===== src/rtl/mem_access_if.sv =====
// -----------------------------------------------------------------------------
// mem_access_if
//
// Byte-serial bus between the memory-access pipeline stage and the shared
// 8-bit RAM port / arbiter.
//
// Signals:
//   ram_req   requester -> RAM   byte access requested this cycle
//   ram_gnt   RAM -> requester   arbiter grants the requested byte this cycle
//   ram_a     requester -> RAM   byte address (32 bit)
//   ram_wr    requester -> RAM   1 = write byte, 0 = read byte
//   ram_dout  requester -> RAM   write byte
//   ram_din   RAM -> requester   read byte, valid the cycle after a granted read
//
// Modports:
//   master  the pipeline stage (drives request, address, write data)
//   slave   the RAM / arbiter side (drives grant and read data)
// -----------------------------------------------------------------------------
interface mem_access_if;
    logic        ram_req;
    logic        ram_gnt;
    logic [31:0] ram_a;
    logic        ram_wr;
    logic [7:0]  ram_dout;
    logic [7:0]  ram_din;

    modport master (
        output ram_req,
        output ram_a,
        output ram_wr,
        output ram_dout,
        input  ram_gnt,
        input  ram_din
    );

    modport slave (
        input  ram_req,
        input  ram_a,
        input  ram_wr,
        input  ram_dout,
        output ram_gnt,
        output ram_din
    );
endinterface


===== src/rtl/mem_access.sv =====
// -----------------------------------------------------------------------------
// mem_access
//
// Memory-access stage of the pipeline. Consumes the EX/MEM register outputs,
// performs byte-serial loads and stores over the shared 8-bit RAM port and
// loads the MEM/WB register. While an access is in flight the EX/MEM register
// is held through stall_req. Loads are assembled little-endian (byte 0 at the
// lowest address) and sign- or zero-extended to 32 bits; non-memory results
// pass straight through with one cycle of latency.
//
// Ports:
//   clk, rst        clock; synchronous active-high reset
//   in_wd           destination register (5)
//   in_wreg         register write enable
//   in_wdata        ALU result (non-mem) or store data (store) (32)
//   in_memaddr      byte address (32)
//   in_memwr        0 = load, 1 = store
//   in_memcnf       0 = none, 1 = byte, 2 = half, 3 = word
//   in_memsigned    sign-extend load result
//   in_inst         instruction word, forwarded for trace (32)
//   ram             byte-serial RAM bus (mem_access_if.master)
//   stall_req       hold EX/MEM register
//   wb_wd/wb_wreg/wb_wdata/wb_inst   MEM/WB register outputs
//   misalign        misaligned-access flag, one cycle, registered
//
// Configuration macro:
//   MEM_ALIGN_CHECK_EN  when defined, a half access at an odd address or a
//                       word access at an address not a multiple of 4 issues
//                       no RAM request, suppresses the register write and
//                       pulses misalign. When undefined the bytes
//                       addr .. addr+N-1 are accessed and misalign is 0.
// -----------------------------------------------------------------------------
module mem_access (
    input  logic               clk,
    input  logic               rst,

    input  logic [4:0]         in_wd,
    input  logic               in_wreg,
    input  logic [31:0]        in_wdata,
    input  logic [31:0]        in_memaddr,
    input  logic               in_memwr,
    input  logic [1:0]         in_memcnf,
    input  logic               in_memsigned,
    input  logic [31:0]        in_inst,

    mem_access_if.master       ram,

    output logic               stall_req,
    output logic [4:0]         wb_wd,
    output logic               wb_wreg,
    output logic [31:0]        wb_wdata,
    output logic [31:0]        wb_inst,
    output logic               misalign
);

    localparam logic [1:0] ST_IDLE   = 2'd0;
    localparam logic [1:0] ST_ACCESS = 2'd1;
    localparam logic [1:0] ST_FINISH = 2'd2;

    logic [1:0]  state_reg;
    logic [1:0]  state_next;

    // Bytes requested-and-granted, and read bytes returned, in this access.
    logic [2:0]  issued_reg;
    logic [2:0]  issued_next;
    logic [2:0]  recvd_reg;
    logic [2:0]  recvd_next;

    // A read was granted last cycle, so ram_din carries its byte now.
    logic        rd_pend_reg;

    // Set in IDLE when the access was rejected as misaligned; it selects the
    // suppressed write-back in FINISH.
    logic        mis_pend_reg;
    logic        mis_now;

    logic [7:0]  buf_reg [4];

    logic [2:0]  n_bytes;
    logic        req_active;
    logic        req_fire;
    logic        capture_en;
    logic [31:0] load_ext;

    logic [4:0]  wb_wd_reg;
    logic        wb_wreg_reg;
    logic [31:0] wb_wdata_reg;
    logic [31:0] wb_inst_reg;

    // -------------------------------------------------------------------------
    // Access size decode
    // -------------------------------------------------------------------------
    always_comb begin
        case (in_memcnf)
            2'd1:    n_bytes = 3'd1;
            2'd2:    n_bytes = 3'd2;
            2'd3:    n_bytes = 3'd4;
            default: n_bytes = 3'd0;
        endcase
    end

`ifdef MEM_ALIGN_CHECK_EN
    assign mis_now = ((in_memcnf == 2'd2) && in_memaddr[0]) ||
                     ((in_memcnf == 2'd3) && (in_memaddr[1:0] != 2'b00));
`else
    assign mis_now = 1'b0;
`endif

    // -------------------------------------------------------------------------
    // RAM request side. Everything is combinational from the state, the
    // counters and the held EX/MEM inputs; a denied request simply re-presents
    // the same byte next cycle because issued_reg does not move. Reset gates
    // the request so an abort takes effect in the reset cycle itself.
    // -------------------------------------------------------------------------
    assign req_active = ~rst && (state_reg == ST_ACCESS) && (issued_reg < n_bytes);
    assign req_fire   = req_active & ram.ram_gnt;

    assign ram.ram_req  = req_active;
    assign ram.ram_a    = req_active ? (in_memaddr + {29'd0, issued_reg}) : 32'd0;
    assign ram.ram_wr   = req_active & in_memwr;
    assign ram.ram_dout = req_active ? in_wdata[{issued_reg[1:0], 3'b000} +: 8] : 8'd0;

    // The IDLE cycle of a memory op already stalls: EX/MEM must not advance
    // until FINISH, where the result for the held instruction is produced.
    assign stall_req = ~rst && (((state_reg == ST_IDLE) && (in_memcnf != 2'd0)) ||
                                (state_reg == ST_ACCESS));

    // -------------------------------------------------------------------------
    // Next-state and counter logic. The ACCESS exit looks at the counter
    // values after this cycle's grant/return so that the transition happens
    // on the same edge as the last store grant or the last read byte.
    // -------------------------------------------------------------------------
    always_comb begin
        state_next  = state_reg;
        issued_next = issued_reg;
        recvd_next  = recvd_reg;

        case (state_reg)
            ST_IDLE: begin
                issued_next = 3'd0;
                recvd_next  = 3'd0;
                if (in_memcnf != 2'd0) begin
                    state_next = mis_now ? ST_FINISH : ST_ACCESS;
                end
            end

            ST_ACCESS: begin
                issued_next = issued_reg + {2'd0, req_fire};
                if (capture_en) begin
                    recvd_next = recvd_reg + 3'd1;
                end
                if (in_memwr ? (issued_next == n_bytes) : (recvd_next == n_bytes)) begin
                    state_next = ST_FINISH;
                end
            end

            ST_FINISH: begin
                issued_next = 3'd0;
                recvd_next  = 3'd0;
                state_next  = ST_IDLE;
            end

            default: begin
                issued_next = 3'd0;
                recvd_next  = 3'd0;
                state_next  = ST_IDLE;
            end
        endcase
    end

    always_ff @(posedge clk) begin
        if (rst) begin
            state_reg   <= ST_IDLE;
            issued_reg  <= 3'd0;
            recvd_reg   <= 3'd0;
            rd_pend_reg <= 1'b0;
        end else begin
            state_reg   <= state_next;
            issued_reg  <= issued_next;
            recvd_reg   <= recvd_next;
            rd_pend_reg <= req_fire & ~in_memwr;
        end
    end

    always_ff @(posedge clk) begin
        if (rst) begin
            mis_pend_reg <= 1'b0;
        end else if (state_reg == ST_IDLE) begin
            mis_pend_reg <= mis_now;
        end
    end

    // -------------------------------------------------------------------------
    // Load assembly buffer: the returned byte lands in the lane selected by
    // the receive counter, so byte k of the result comes from address addr+k.
    // -------------------------------------------------------------------------
    assign capture_en = (state_reg == ST_ACCESS) && rd_pend_reg && (recvd_reg < n_bytes);

    generate
        for (genvar gi = 0; gi < 4; gi++) begin : g_buf
            always_ff @(posedge clk) begin
                if (rst) begin
                    buf_reg[gi] <= 8'd0;
                end else if (capture_en && (recvd_reg[1:0] == 2'(gi))) begin
                    buf_reg[gi] <= ram.ram_din;
                end
            end
        end
    endgenerate

    // Extension takes its sign from the top byte actually loaded.
    always_comb begin
        case (in_memcnf)
            2'd1:    load_ext = {{24{in_memsigned & buf_reg[0][7]}}, buf_reg[0]};
            2'd2:    load_ext = {{16{in_memsigned & buf_reg[1][7]}}, buf_reg[1], buf_reg[0]};
            default: load_ext = {buf_reg[3], buf_reg[2], buf_reg[1], buf_reg[0]};
        endcase
    end

    // -------------------------------------------------------------------------
    // MEM/WB register. A memory op shows bubbles while it is in progress and
    // its real result only on the FINISH edge, which is also the edge on
    // which EX/MEM advances.
    // -------------------------------------------------------------------------
    always_ff @(posedge clk) begin
        if (rst) begin
            wb_wd_reg    <= 5'd0;
            wb_wreg_reg  <= 1'b0;
            wb_wdata_reg <= 32'd0;
            wb_inst_reg  <= 32'd0;
        end else begin
            case (state_reg)
                ST_IDLE: begin
                    if (in_memcnf == 2'd0) begin
                        wb_wd_reg    <= in_wd;
                        wb_wreg_reg  <= in_wreg;
                        wb_wdata_reg <= in_wdata;
                        wb_inst_reg  <= in_inst;
                    end else begin
                        wb_wd_reg    <= 5'd0;
                        wb_wreg_reg  <= 1'b0;
                        wb_wdata_reg <= 32'd0;
                        wb_inst_reg  <= 32'd0;
                    end
                end

                ST_FINISH: begin
                    wb_wd_reg    <= in_wd;
                    wb_inst_reg  <= in_inst;
                    wb_wreg_reg  <= in_wreg & ~in_memwr & ~mis_pend_reg;
                    wb_wdata_reg <= (in_memwr | mis_pend_reg) ? 32'd0 : load_ext;
                end

                default: begin
                    wb_wd_reg    <= 5'd0;
                    wb_wreg_reg  <= 1'b0;
                    wb_wdata_reg <= 32'd0;
                    wb_inst_reg  <= 32'd0;
                end
            endcase
        end
    end

    assign wb_wd    = wb_wd_reg;
    assign wb_wreg  = wb_wreg_reg;
    assign wb_wdata = wb_wdata_reg;
    assign wb_inst  = wb_inst_reg;

`ifdef MEM_ALIGN_CHECK_EN
    // Registered alongside the suppressed write-back so both appear together.
    logic misalign_reg;

    always_ff @(posedge clk) begin
        if (rst) begin
            misalign_reg <= 1'b0;
        end else begin
            misalign_reg <= (state_reg == ST_FINISH) && mis_pend_reg;
        end
    end

    assign misalign = misalign_reg;
`else
    assign misalign = 1'b0;
`endif

endmodule


===== src/flat_wrapper.sv =====
// flat-port wrapper written by rule: the top's interface ports become plain ports
module mem_access_flat 
  (clk, rst, in_wd, in_wreg, in_wdata, in_memaddr, in_memwr, in_memcnf, in_memsigned, in_inst, stall_req, wb_wd, wb_wreg, wb_wdata, wb_inst, misalign, ram_ram_req, ram_ram_a, ram_ram_wr, ram_ram_dout, ram_ram_gnt, ram_ram_din);
  mem_access_if ram_i ();
  input  logic clk;
  input  logic rst;
  input  logic [4:0] in_wd;
  input  logic in_wreg;
  input  logic [31:0] in_wdata;
  input  logic [31:0] in_memaddr;
  input  logic in_memwr;
  input  logic [1:0] in_memcnf;
  input  logic in_memsigned;
  input  logic [31:0] in_inst;
  output logic stall_req;
  output logic [4:0] wb_wd;
  output logic wb_wreg;
  output logic [31:0] wb_wdata;
  output logic [31:0] wb_inst;
  output logic misalign;
  output wire logic [$bits(ram_i.ram_req)-1:0] ram_ram_req;
  output wire logic [$bits(ram_i.ram_a)-1:0] ram_ram_a;
  output wire logic [$bits(ram_i.ram_wr)-1:0] ram_ram_wr;
  output wire logic [$bits(ram_i.ram_dout)-1:0] ram_ram_dout;
  input wire logic [$bits(ram_i.ram_gnt)-1:0] ram_ram_gnt;
  input wire logic [$bits(ram_i.ram_din)-1:0] ram_ram_din;
  assign ram_ram_req = ram_i.ram_req;
  assign ram_ram_a = ram_i.ram_a;
  assign ram_ram_wr = ram_i.ram_wr;
  assign ram_ram_dout = ram_i.ram_dout;
  assign ram_i.ram_gnt = ram_ram_gnt;
  assign ram_i.ram_din = ram_ram_din;
  mem_access u_core (.clk(clk), .rst(rst), .in_wd(in_wd), .in_wreg(in_wreg), .in_wdata(in_wdata), .in_memaddr(in_memaddr), .in_memwr(in_memwr), .in_memcnf(in_memcnf), .in_memsigned(in_memsigned), .in_inst(in_inst), .ram(ram_i), .stall_req(stall_req), .wb_wd(wb_wd), .wb_wreg(wb_wreg), .wb_wdata(wb_wdata), .wb_inst(wb_inst), .misalign(misalign));
endmodule

===== config.mk =====
export PLATFORM = sky130hd
export DESIGN_NAME = mem_access_flat
export DESIGN_NICKNAME = d
export VERILOG_FILES = /design/src/rtl/mem_access_if.sv /design/src/rtl/mem_access.sv /design/src/flat_wrapper.sv
export SDC_FILE = /design/constraint.sdc
export NUM_CORES = 1
export LEC_CHECK = 0
export ABC_AREA = 1
export BUFFER_PORTS_ARGS = -buffer_cell sky130_fd_sc_hd__buf_2
export CORE_MARGIN = 10
export CORE_UTILIZATION = 40
export CTS_CLUSTER_DIAMETER = 120
export DETAILED_ROUTE_END_ITERATION = 8
export PLACE_DENSITY = 0.69
export SYNTH_ARGS = -nofsm -noshare
export SYNTH_HDL_FRONTEND = slang
export SYNTH_SLANG_ARGS = --single-unit

===== constraint.sdc =====
create_clock -name clk -period 2.5 [get_ports clk]
set_input_delay 0.25 -clock clk [delete_from_list [all_inputs] [get_ports clk]]
set_output_delay 0.25 -clock clk [all_outputs]
set_load 0.02 [all_outputs]

# Yosys cells after proc, flatten, opt, wreduce, memory -nomap -nowiden
# Memory sizes are Yosys's and may differ from the RTL's.
# Index checks and enable logic that the tools add are counted.
dict set report word_totals {
  reg_bits 79
  ram_bits 32
  in_bits 117
  out_inout_bits 114
  wordCells 94
  memories 1
}
dict set report op_classes {
  add_sub_neg 3
  n_lt_le_gt_ge 2
  eq_ne 12
  shift 1
  muxes 37
  n_bitwise 13
  reduce_logical 17
}
# memory depth word_bits read_ports rd_clocked_by_memory_dff write_ports line
set mem_list {}
lappend mem_list {u_core.buf_reg 4 8 4 0 4 mem_access.sv:77} ;# logic [7:0] buf_reg [4];
# op count
set ops {}
lappend ops {{$pmux W32 S2} 3}
lappend ops {{$mux W32} 4}
lappend ops {{$mux W8} 5}
lappend ops {{$add A32 B3 Y32} 1}
lappend ops {{$shiftx A32 B6 Y8} 1}
lappend ops {{$mux W1} 16}
lappend ops {{$eq A2 B2 Y1 const B} 5}
lappend ops {{$logic_and A1 B1 Y1} 10}
lappend ops {{$pmux W5 S2} 1}
lappend ops {{$pmux W3 S3} 1}
lappend ops {{$and A1 B1 Y1} 6}
lappend ops {{$eq A2 B1 Y1 const B} 3}
lappend ops {{$eq A3 B3 Y1} 2}
lappend ops {{$logic_not A2 Y1} 3}
lappend ops {{$lt A3 B3 Y1} 2}
lappend ops {{$mux W3} 2}
lappend ops {{$mux W5} 1}
lappend ops {{$mux W2} 2}
lappend ops {{$ne A2 B2 Y1 const B} 2}
lappend ops {{$or A1 B1 Y1} 4}
lappend ops {{$pmux W2 S2} 1}
lappend ops {{$add A3 B1 Y3} 1}
lappend ops {{$add A3 B1 Y3 const B} 1}
lappend ops {{$not A1 Y1} 3}
lappend ops {{other kinds (5)} 5}

# Longest topological paths before layout
# Gate-level depths: netlist of the first run.
dict set report depth {
  ltp_word 10
  mapped_depth 20
  mapped_depth_nobuf 20
}

# Least setup slack after synthesis of the first run
# No wires, ideal clock.
dict set report synth_timing {
  kind {input-to-output}
  startpoint {input port in_memcnf[0]}
  endpoint {output port ram_ram_a[11]}
  arrival_ps 1984
  required_time_ps 2250
  setup_slack_ps 266
  cell_stages 12
  n_path_buf 1
  path_cell_list {inv_1 > ha_1 > inv_1 > ha_1 > nand2_1 > inv_1 > nand2_1 > nand2_2 > nor2_4 > inv_1 > buf_2 > a311oi_1}
}
dict set report synth_via {
  elab_chain_cells 5
  elab_cells_between_ends 7
  classes_between {order compare: 1; eq/ne: 3; mux: 2; reduce/logical: 1}
}
# item line
set synth_rtl {}
lappend synth_rtl {{start: declaration} flat_wrapper.sv:12} ;# input logic [1:0] in_memcnf;
lappend synth_rtl {{$eq A2 B2 Y1 / $eq A2 B1 Y1 (equally long branches)} mem_access.sv:94} ;# case (in_memcnf)
lappend synth_rtl {{$pmux W3 S3 (*)} mem_access.sv:94}
lappend synth_rtl {{$lt A3 B3 Y1 (*)} mem_access.sv:115} ;# assign req_active = ~rst && (state_reg == ST_ACCESS) && (issued_reg < n_bytes);
lappend synth_rtl {{$logic_and A1 B1 Y1 (*)} mem_access.sv:115}
lappend synth_rtl {{$mux W32 (*)} mem_access.sv:119} ;# assign ram.ram_a = req_active ? (in_memaddr + {29'd0, issued_reg}) : 32'd0;
lappend synth_rtl {{end: declaration} flat_wrapper.sv:22} ;# output wire logic [$bits(ram_i.ram_a)-1:0] ram_ram_a;
# Every way passes the cells marked *; elsewhere a longest branch is shown, timed or not.

# Final worst setup path of the first run
dict set report layout_timing {
  startpoint {register u_core.issued_reg[0]}
  endpoint {output port ram_ram_a[16]}
}
dict set report layout_via {
  elab_chain_cells 3
  elab_cells_between_ends 4
  classes_between {add/sub: 1; order compare: 1; mux: 1; reduce/logical: 1}
}
# item line
set layout_rtl {}
lappend layout_rtl {{start: declaration} mem_access.sv:64} ;# logic [2:0] issued_reg;
lappend layout_rtl {{start signal: assignment} mem_access.sv:179} ;# issued_reg <= issued_next;
lappend layout_rtl {{branches (longest 2 deep; another with $add A32 B3 Y32)} -}
lappend layout_rtl {{$mux W32 (*)} mem_access.sv:119}
# Mark *: on every way between the ends.

==> run_results.csv, run 1 <==
group,metric,value,unit
synth,yosysTopAreaCell,"dfxtp_1",
run_status,status,"finished, final reports clean",
clocking,clockBufferDepth,2,
timing,period_minus_slack,2.469,ns
place,place_hpwl,14.66,mm
pwr,p_leak,3.665,nW
setup_path,slowest_delay,0.35,ns
pwr,powerDensity,539.0,mW/mm2
synth,seq_area_frac_synth,45.72,%
setup_path,worst_ep_arrival_time,2.22,ns
floorplanning,start_util,40.37,%
synth,synth_compound_area_share,9.923,%
timing,fin_hold_ws,0.1067,ns
place,placed_area,0.006932,mm2
place,port_buffers,229,
clocking,root_buffer,"clkbuf_16",
clocking,clk_pin_slew,0.07,ns
synth,ys.flop_type,"dfxtp_1",
grt,grt_pass1_wl,28.26,mm
floorplanning,coreArea,0.01377,mm2
cells_and_area,ff_latch_area,0.002549,mm2
setup_path,crit_type,"reg2out",
floorplanning,die_area,0.01902,mm2
cells_and_area,antennaDiodeCount,0,
setup_path,cp_slowest_cell,"dfxtp_2",
setup_path,required,2.25,ns
grt,grt_max_degree,39,
floorplanning,die_h,137.9,um
grt,antenna_found_initial,0,
grt,track_usage,18.73,%
synth,synth_simple_gate_area_share,31.64,%
synth,synth.area.mux_share,0,%
timing,timing.fmax,0.4051,GHz
floorplanning,io_pins,231,
setup_path,r2r_end,"u_core.state_reg[0]",
route,first_iter_violations,439,
setup_path,critical_path.startpoint,"u_core.issued_reg[0]",
route,drt_first_pass_iters,7,
timing,fin_tns_setup,0,ns
synth,synth_xor_area_share,2.048,%
timing,clock_skew,0.01219,ns
setup_path,reg2reg_slack,0.31,ns
route,post_drt_wl_per_cell,16.09,um
grt,grt_pass1_vias,5528,
synth,synthArstFlopShare,0,%
setup_path,crit_path_end,"ram_ram_a[16]",
place,pre_cts_slack,0.04910,ns
place,place.gp.congestion,0.9270,
route,drc,0,
clocking,numCtsBuffers,9,
synth,synth-adder-area-share,4.185,%
timing,final.period_utilization,98.75,%
cells_and_area,nFillCells,1334,
floorplanning,die-width,137.9,um
clocking,clock_latency,0.36,ns
cells_and_area,drive_gt1_share,34.06,%
synth,yosys-top-cells-area,"dfxtp_1, edfxtp_1, nor2_1",
cells_and_area,stdcell_count,1146,
timing,rsz0062_at_grt,"yes",
cells_and_area,syn_to_final_growth,34.27,%
pwr,p_switching,1.138,mW
setup_path,startpoint_type,"flip-flop",
pwr,switching_share,28.27,%
synth,synthCells,727,
pwr,p_comb_share,16.9,%
worst_hold_path,min_path_type,"in2reg",
pwr,power_frac_clock,35.3,%
cells_and_area,multi_input_area,0.002824,mm2
synth,synth.top_cell.area_share,28.44,%
setup_path,cp_num_buf_inv,3,
cells_and_area,final_common_cell,"buf_2",
route,routed_via_density,4.976,
grt,grt_overflow,0,
synth,ys_seq_elements,111,
synth,avgSynthCellArea,7.648,um2
route,vias,5703,
setup_path,path_max_fanout,4,
setup_path,reg2reg_from,"u_core.issued_reg[2]",
synth,ys_types,42,
timing,maxSlewViolCount,0,
synth,syn_nets,862,
setup_path,reg2regPathDepth,17,
cells_and_area,fin_util,54.21,%
synth,yosys_warnings,0,
pwr,fin_total_pwr,4.024,mW
synth,syn_area,0.005560,mm2
pwr,p_int,2.886,mW
place,dpl.cell_count,1123,
clocking,tritoncts,"built",
setup_path,cp.depth,14,
route,ant_nets,0,
timing,hold_viol_final,0,
pwr,vdd_drop_max,0.4738,mV
timing,setup_viol,0,
clocking,cts_max_level,3,
cells_and_area,layout.nets,1096,
synth,synth_top_family_by_area,"simple AND/OR/NAND/NOR gates",
setup_path,end_kind,"output pin",
clocking,cts_hold_buf,0,
setup_path,cp_cell_sequence,"ha_4 -> fa_2 -> nand2_1 -> a21oi_2 -> nand2_2 -> nor2_2 -> nand2_1 -> inv_2 -> nand2_4 -> inv_4 -> nand2_2 -> o21ai_1 -> a21oi_1 -> buf_4",
pwr,seqPwrFrac,47.9,%
job,drv_cap,0,
timing,fin_ws,0.03118,ns
cells_and_area,final_cell_mix,"buf_2, nor2_1, nand2_1, dfxtp_1, inv_1",
route,finalWirelength,18.44,mm
setup_path,cp_top_family,"simple AND/OR/NAND/NOR gates",
clocking,clock_sinks,111,
cells_and_area,postLayoutCellArea,0.007466,mm2
floorplanning,rows,43,
synth,synth_edf_count,32,
## cell type report
| cell class | count | share of cell area (%) |
|---|---|---|
| multi-input combinational | 530 | 37.82 |
| clock buffer | 12 | 3.436 |
| tap | 180 | 3.017 |
| clock inverter | 4 | 0.5028 |
| sequential | 111 | 34.14 |
| timing repair buffer | 251 | 18.10 |
| inverter | 58 | 2.983 |
## worst register-to-register path: cells and delay by family (launching register included)
| family | cells | cell delay, ns |
|---|---|---|
| simple gates | 12 | 1.08 |
| fa+ha+maj | 2 | 0.48 |
| flops | 1 | 0.37 |
| buf+inv | 2 | 0.10 |
| xor+xnor | 1 | 0.08 |
## repair_timing
action	CTS	global route
hold endpoints to repair	0	0
buffers inserted	1	6
cloned	0	0
resized for setup	13	36
endpoints found under the setup margin	9	29
pin swaps	4	11
## layer usage
metal | track usage [%] | vias up | share of wire (%)
li1 | - | 2835 | -
met1 | 22.72 | 2567 | 40
met2 | 29.79 | 281 | 46
met3 | 8.804 | 20 | 13
met4 | 3.766 | 0 | 1.1
met5 | 0 | - | 0
## synthesized netlist by cell type, drive strengths merged, types with 3 or more instances
| library cell | instances |
|---|---|
| a21oi | 47 |
| nand4 | 12 |
| nor4 | 3 |
| nand2 | 148 |
| a22oi | 16 |
| clkbuf | 13 |
| nor3 | 22 |
| edfxtp | 32 |
| dfxtp | 79 |
| a31oi | 3 |
| o21ai | 16 |
| nor2 | 191 |
| ha | 17 |
| inv | 56 |
| buf | 15 |
| xnor2 | 6 |
| nand3 | 27 |
| xor2 | 7 |
| a221oi | 8 |
## how the worst min path moves through the flow
stage | startpoint | to | slack [ns] | depth (start not counted)
after floorplan | in_memwr | u_core.rd_pend_reg | 0.32 | 1
after global placement | in_wd[1] | u_core.wb_wd[1] | 0.47 | 3
after detailed placement | in_inst[15] | u_core.wb_inst[15] | 0.47 | 3
after CTS | in_inst[15] | u_core.wb_inst[15] | 0.1 | 3
after global routing | in_inst[5] | u_core.wb_inst[5] | 0.10 | 3
final | in_wd[4] | u_core.wb_wd[4] | 0.11 | 3
## cells by family after synthesis
family                   Yosys count
XOR/XNOR                          13
buffers and inverters             86
AND/OR/NAND/NOR                  405
AO/OA/AOI/OAI                     93
other                              1
flip-flops                       111
adder cells (fa/ha/maj)           18
## power by group through the flow
stage	sequential (mW)	clock (mW)	combinational [mW]
2_1_floorplan	2.02	0	0.324
3_3_place_gp	1.97	0	0.659
3_5_place_dp	1.97	0	0.662
4_1_cts	1.93	1.45	0.667
5_1_grt	1.93	1.51	0.749
6_report	1.93	1.42	0.678
Power figures use the tool's default switching activity.
==> inputs of run 2 (changes only) <==
Settings changed: MAX_ROUTING_LAYER set to met4.
==> run 2 against run 1 <==
Net effect: register-to-register slack lost 0.03 ns; via count is essentially flat; wire length grew 2.1%; clock power grew 5%; worst hold slack lost 0.00054 ns; critical endpoint is now ram_ram_a[23]; largest cell class unchanged.
==> run_results.csv, run 2 (synthesized netlist as in run 1, its figures left out) <==
group,metric,value,unit
run_status,status,"finished, final reports clean",
route,finalWirelength,18.83,mm
route,first_iter_violations,472,
setup_path,worst_ep_arrival_time,2.23,ns
cells_and_area,layout.nets,1094,
grt,grt_pass1_vias,5659,
pwr,powerDensity,546.1,mW/mm2
timing,setup_viol,0,
floorplanning,rows,43,
cells_and_area,final_cell_mix,"buf_2, nor2_1, nand2_1, dfxtp_1, inv_1",
timing,period_minus_slack,2.477,ns
floorplanning,coreArea,0.01377,mm2
setup_path,required,2.25,ns
timing,timing.fmax,0.4037,GHz
route,ant_nets,0,
timing,rsz0062_at_grt,"yes",
setup_path,reg2reg_slack,0.28,ns
setup_path,startpoint_type,"flip-flop",
clocking,clockBufferDepth,2,
pwr,fin_total_pwr,4.101,mW
grt,antenna_found_initial,1,
route,drt_first_pass_iters,5,
clocking,clock_latency,0.36,ns
cells_and_area,syn_to_final_growth,35.06,%
place,place_hpwl,14.67,mm
cells_and_area,drive_gt1_share,34.34,%
cells_and_area,final_common_cell,"buf_2",
route,vias,5704,
route,routed_via_density,4.982,
clocking,numCtsBuffers,9,
place,port_buffers,229,
cells_and_area,nFillCells,1347,
timing,hold_viol_final,0,
clocking,tritoncts,"built",
clocking,clk_pin_slew,0.07,ns
timing,clock_skew,0.007271,ns
pwr,p_leak,3.686,nW
floorplanning,io_pins,231,
floorplanning,die_area,0.01902,mm2
floorplanning,start_util,40.37,%
clocking,cts_max_level,3,
job,drv_cap,0,
clocking,cts_hold_buf,0,
setup_path,end_kind,"output pin",
grt,grt_max_degree,39,
clocking,root_buffer,"clkbuf_16",
grt,track_usage,19.21,%
route,drc,0,
pwr,vdd_drop_max,0.5015,mV
timing,final.period_utilization,99.10,%
setup_path,path_max_fanout,6,
floorplanning,die-width,137.9,um
setup_path,crit_type,"reg2out",
grt,grt_overflow,0,
route,post_drt_wl_per_cell,16.44,um
worst_hold_path,min_path_type,"in2reg",
clocking,clock_sinks,111,
grt,grt_pass1_wl,28.27,mm
floorplanning,die_h,137.9,um
place,place.gp.congestion,0.9412,
timing,maxSlewViolCount,0,
cells_and_area,fin_util,54.52,%
==> run 2: area by class of cell <==
type / instances / area, um2 / area share, %
multi-input combinational: 530 / 2855 / 38.02
clock buffer: 14 / 296.5 / 3.949
antenna: 1 / 2.502 / 0.03332
sequential: 111 / 2549 / 33.94
timing repair buffer: 249 / 1343 / 17.88
clock inverter: 2 / 16.27 / 0.2166
inverter: 58 / 222.7 / 2.966
tap: 180 / 225.2 / 2.999
==> run 2: where the power goes <==
part	internal, mW	switching [mW]
combinational	0.232	0.451
sequential	1.91	0.0208
clock	0.831	0.659
total	2.97	1.13
==> run 2: critical path, cell delays in order, from the launching register on <==
cell and delay [ns]:
dfxtp_4 0.37, ha_4 0.32, nand3_4 0.08, nand2_4 0.08, nand2_4 0.05, nor2_4 0.18
nand2_4 0.09, nor2_4 0.16, nand3_4 0.11, nor2_4 0.12, nand2_1 0.05, nand2_1 0.06
nor2_1 0.05, buf_4 0.15
==> run 2: what timing repair did <==
action,CTS,global route
endpoints found under the setup margin,8,30
pin swaps,1,15
gates resized for setup,11,47
setup buffers,0,6
gates cloned,0,0
==> run 2: layer usage <==
layer | GRT usage [%] | share of wire (%) | up-vias | wire length, um
met5 | - | 0 | - | 0
met4 | 5.852 | 2.4 | 0 | 444
met3 | 5.978 | 11 | 30 | 1988
met2 | 29.45 | 45 | 296 | 8494
met1 | 23.80 | 42 | 2548 | 7901
li1 | - | - | 2830 | -
==> run 2: through the flow <==
stage                     instance area (um2)  TNS (ns)  cells  setup WS [ns]  hold slack (ns)
after floorplan                          5560         0    727         0.2657           0.3224
after global placement                   6924         0   1122        0.09845           0.4631
after detailed placement                 6924         0   1122        0.02963           0.4723
after CTS                                7276         0   1138       0.004061           0.1014
after global routing                     7510   -0.6927   1145        -0.1507           0.1084
final                                    7510         0   1145        0.02261           0.1061
==> run 2: worst paths after layout <==
kind / from / endpoint / depth (start not counted)
setup reg to reg: u_core.issued_reg[2] / u_core.state_reg[0] / 15
setup / recovery: u_core.issued_reg[2] / ram_ram_a[23] / 13
hold reg to reg: u_core.buf_reg[0][5] / u_core.wb_wdata[5] / 2
hold / removal: in_inst[16] / u_core.wb_inst[16] / 3
==> inputs of run 3 (changes only) <==
Settings changed: BUFFER_PORTS_ARGS -buffer_cell sky130_fd_sc_hd__buf_2 to not set, DONT_BUFFER_PORTS set to 1, PLACE_DENSITY 0.69 to not set.
==> run 3 against run 2 <==
Net effect: clock-buffer cell count down 4; critical endpoint unchanged; worst hold slack worse by 0.10 ns; final area is 13% lower; critical path type unchanged; critical path depth is the same; die area stayed put; sequential cell count did not move; wire length decreased by 2.4%; power shrank 6.6%.
==> run_results.csv, run 3 (synthesized netlist as in run 1, its figures left out) <==
group,metric,value,unit
run_status,status,"finished, final reports clean",
cells_and_area,drive_gt1_share,16.37,%
clocking,numCtsBuffers,9,
cells_and_area,stdcell_count,956,
place,port_buffers,0,
timing,fin_hold_ws,0.005410,ns
route,vias,5026,
setup_path,worst_ep_arrival_time,2.18,ns
floorplanning,die_area,0.01902,mm2
cells_and_area,final_common_cell,"nor2_1",
job,drv_cap,0,
setup_path,required,2.25,ns
clocking,clk_pin_slew,0.08,ns
setup_path,cp_slowest_cell,"dfxtp_2",
grt,grt_pass1_vias,5021,
grt,antenna_found_initial,0,
timing,timing.fmax,0.4117,GHz
place,place.gp.congestion,0.9394,
setup_path,path_max_fanout,6,
timing,setup_viol,0,
timing,final.period_utilization,97.16,%
setup_path,cpMostUsedCell,"nor2_4",
grt,grt_max_degree,40,
clocking,clock_sinks,111,
setup_path,reg2reg_slack,0.29,ns
route,ant_nets,0,
worst_hold_path,min_path_type,"in2reg",
cells_and_area,final_cell_mix,"nor2_1, nand2_1, dfxtp_1, inv_1, buf_4",
pwr,fin_total_pwr,3.831,mW
cells_and_area,syn_to_final_growth,18.02,%
timing,slew_headroom,29.29,%
pwr,powerDensity,583.7,mW/mm2
timing,fin_tns_setup,0,ns
setup_path,startpoint_type,"flip-flop",
route,post_drt_wl_per_cell,19.22,um
setup_path,cp_num_buf_inv,1,
floorplanning,io_pins,231,
clocking,tritoncts,"built",
floorplanning,start_util,40.37,%
setup_path,crit_type,"reg2out",
pwr,p_leak,2.764,nW
route,drt_first_pass_iters,7,
timing,rsz0062_at_grt,"yes",
place,dpl.cell_count,928,
route,routed_via_density,5.257,
floorplanning,die_h,137.9,um
grt,grt_pass1_wl,27.28,mm
timing,hold_viol_final,0,
setup_path,end_kind,"output pin",
grt,track_usage,19.03,%
route,first_iter_violations,342,
clocking,clock_latency,0.36,ns
floorplanning,coreArea,0.01377,mm2
clocking,root_buffer,"clkbuf_16",
setup_path,cp_cell_sequence,"ha_4 -> nand3_4 -> nand2_4 -> nand2_2 -> nor2_4 -> nand2_2 -> nor2_4 -> nand3_4 -> nor2_4 -> nand2_1 -> nand2_1 -> nor2_1 -> buf_4",
cells_and_area,layout.nets,906,
timing,tightestPinTransition,1.057,ns
grt,grt_overflow,0,
floorplanning,die-width,137.9,um
timing,period_minus_slack,2.429,ns
pwr,vdd_drop_max,0.4920,mV
setup_path,cp_top_family,"simple AND/OR/NAND/NOR gates",
timing,maxSlewViolCount,0,
floorplanning,rows,43,
route,drc,0,
place,place_hpwl,14.85,mm
setup_path,slowest_delay,0.35,ns
clocking,clockBufferDepth,2,
clocking,cts_max_level,3,
cells_and_area,nFillCells,1361,
cells_and_area,antennaDiodeCount,0,
timing,clock_skew,0.01184,ns
route,finalWirelength,18.37,mm
[run 3: cell count changes in the layout (fill, tap and decap cells not counted), moves of 3 or more]
cell and change:
buf_2 -217, buf_4 +21, dlygate4sd3_1 +7, nor2_1 +3
nor2_2 -3
[run 3: through the flow]
step	area [um2]	worst slack, ns	util (%)
2_1_floorplan	5560	0.2657	-
6_report	6563	0.07105	47.65
3_3_place_gp	6041	0.1753	43.86
3_5_place_dp	6041	0.1268	43.86
5_1_grt	6563	-0.05254	47.65
4_1_cts	6439	-0.03206	46.75
[run 3: cell type report]
type,instances,area (um2),share of cell area (%)
clock buffers,10,229.0,3.489
clock inverters,6,56.30,0.8580
inverters,58,222.7,3.394
multi-input cells,530,2788,42.48
flip-flops and latches,111,2546,38.80
well taps,180,225.2,3.432
repair buffers,61,495.5,7.550
[run 3: worst paths after layout]
path,from,end,cells after the start
max,u_core.issued_reg[2],ram_ram_a[23],13
min,in_inst[26],u_core.wb_inst[26],2
max reg2reg,u_core.issued_reg[2],u_core.state_reg[0],15
min reg2reg,u_core.buf_reg[0][4],u_core.wb_wdata[4],2
[run 3: repair_timing]
action | CTS | global route
buffers inserted | 1 | 4
pin swaps | 3 | 11
hold buffers | 7 | 0
setup endpoints to repair | 9 | 29
hold endpoints to repair | 38 | 0
gates resized for setup | 9 | 21
[run 3: power breakdown]
group | internal, mW | leakage (nW) | switching, mW
Combinational | 0.152 | 1.66 | 0.310
Sequential | 1.91 | 0.973 | 0.0839
Clock | 0.692 | 0.133 | 0.682
[run 3: metal layers]
layer	wire length (um)	global-route usage [%]	vias to the layer above	share of wire, %
li1	-	-	2464	-
met1	7241	22.25	2239	39
met2	8318	29.29	284	45
met3	2427	7.862	39	13
met4	384	5.968	0	2.1
met5	0	-	-	0
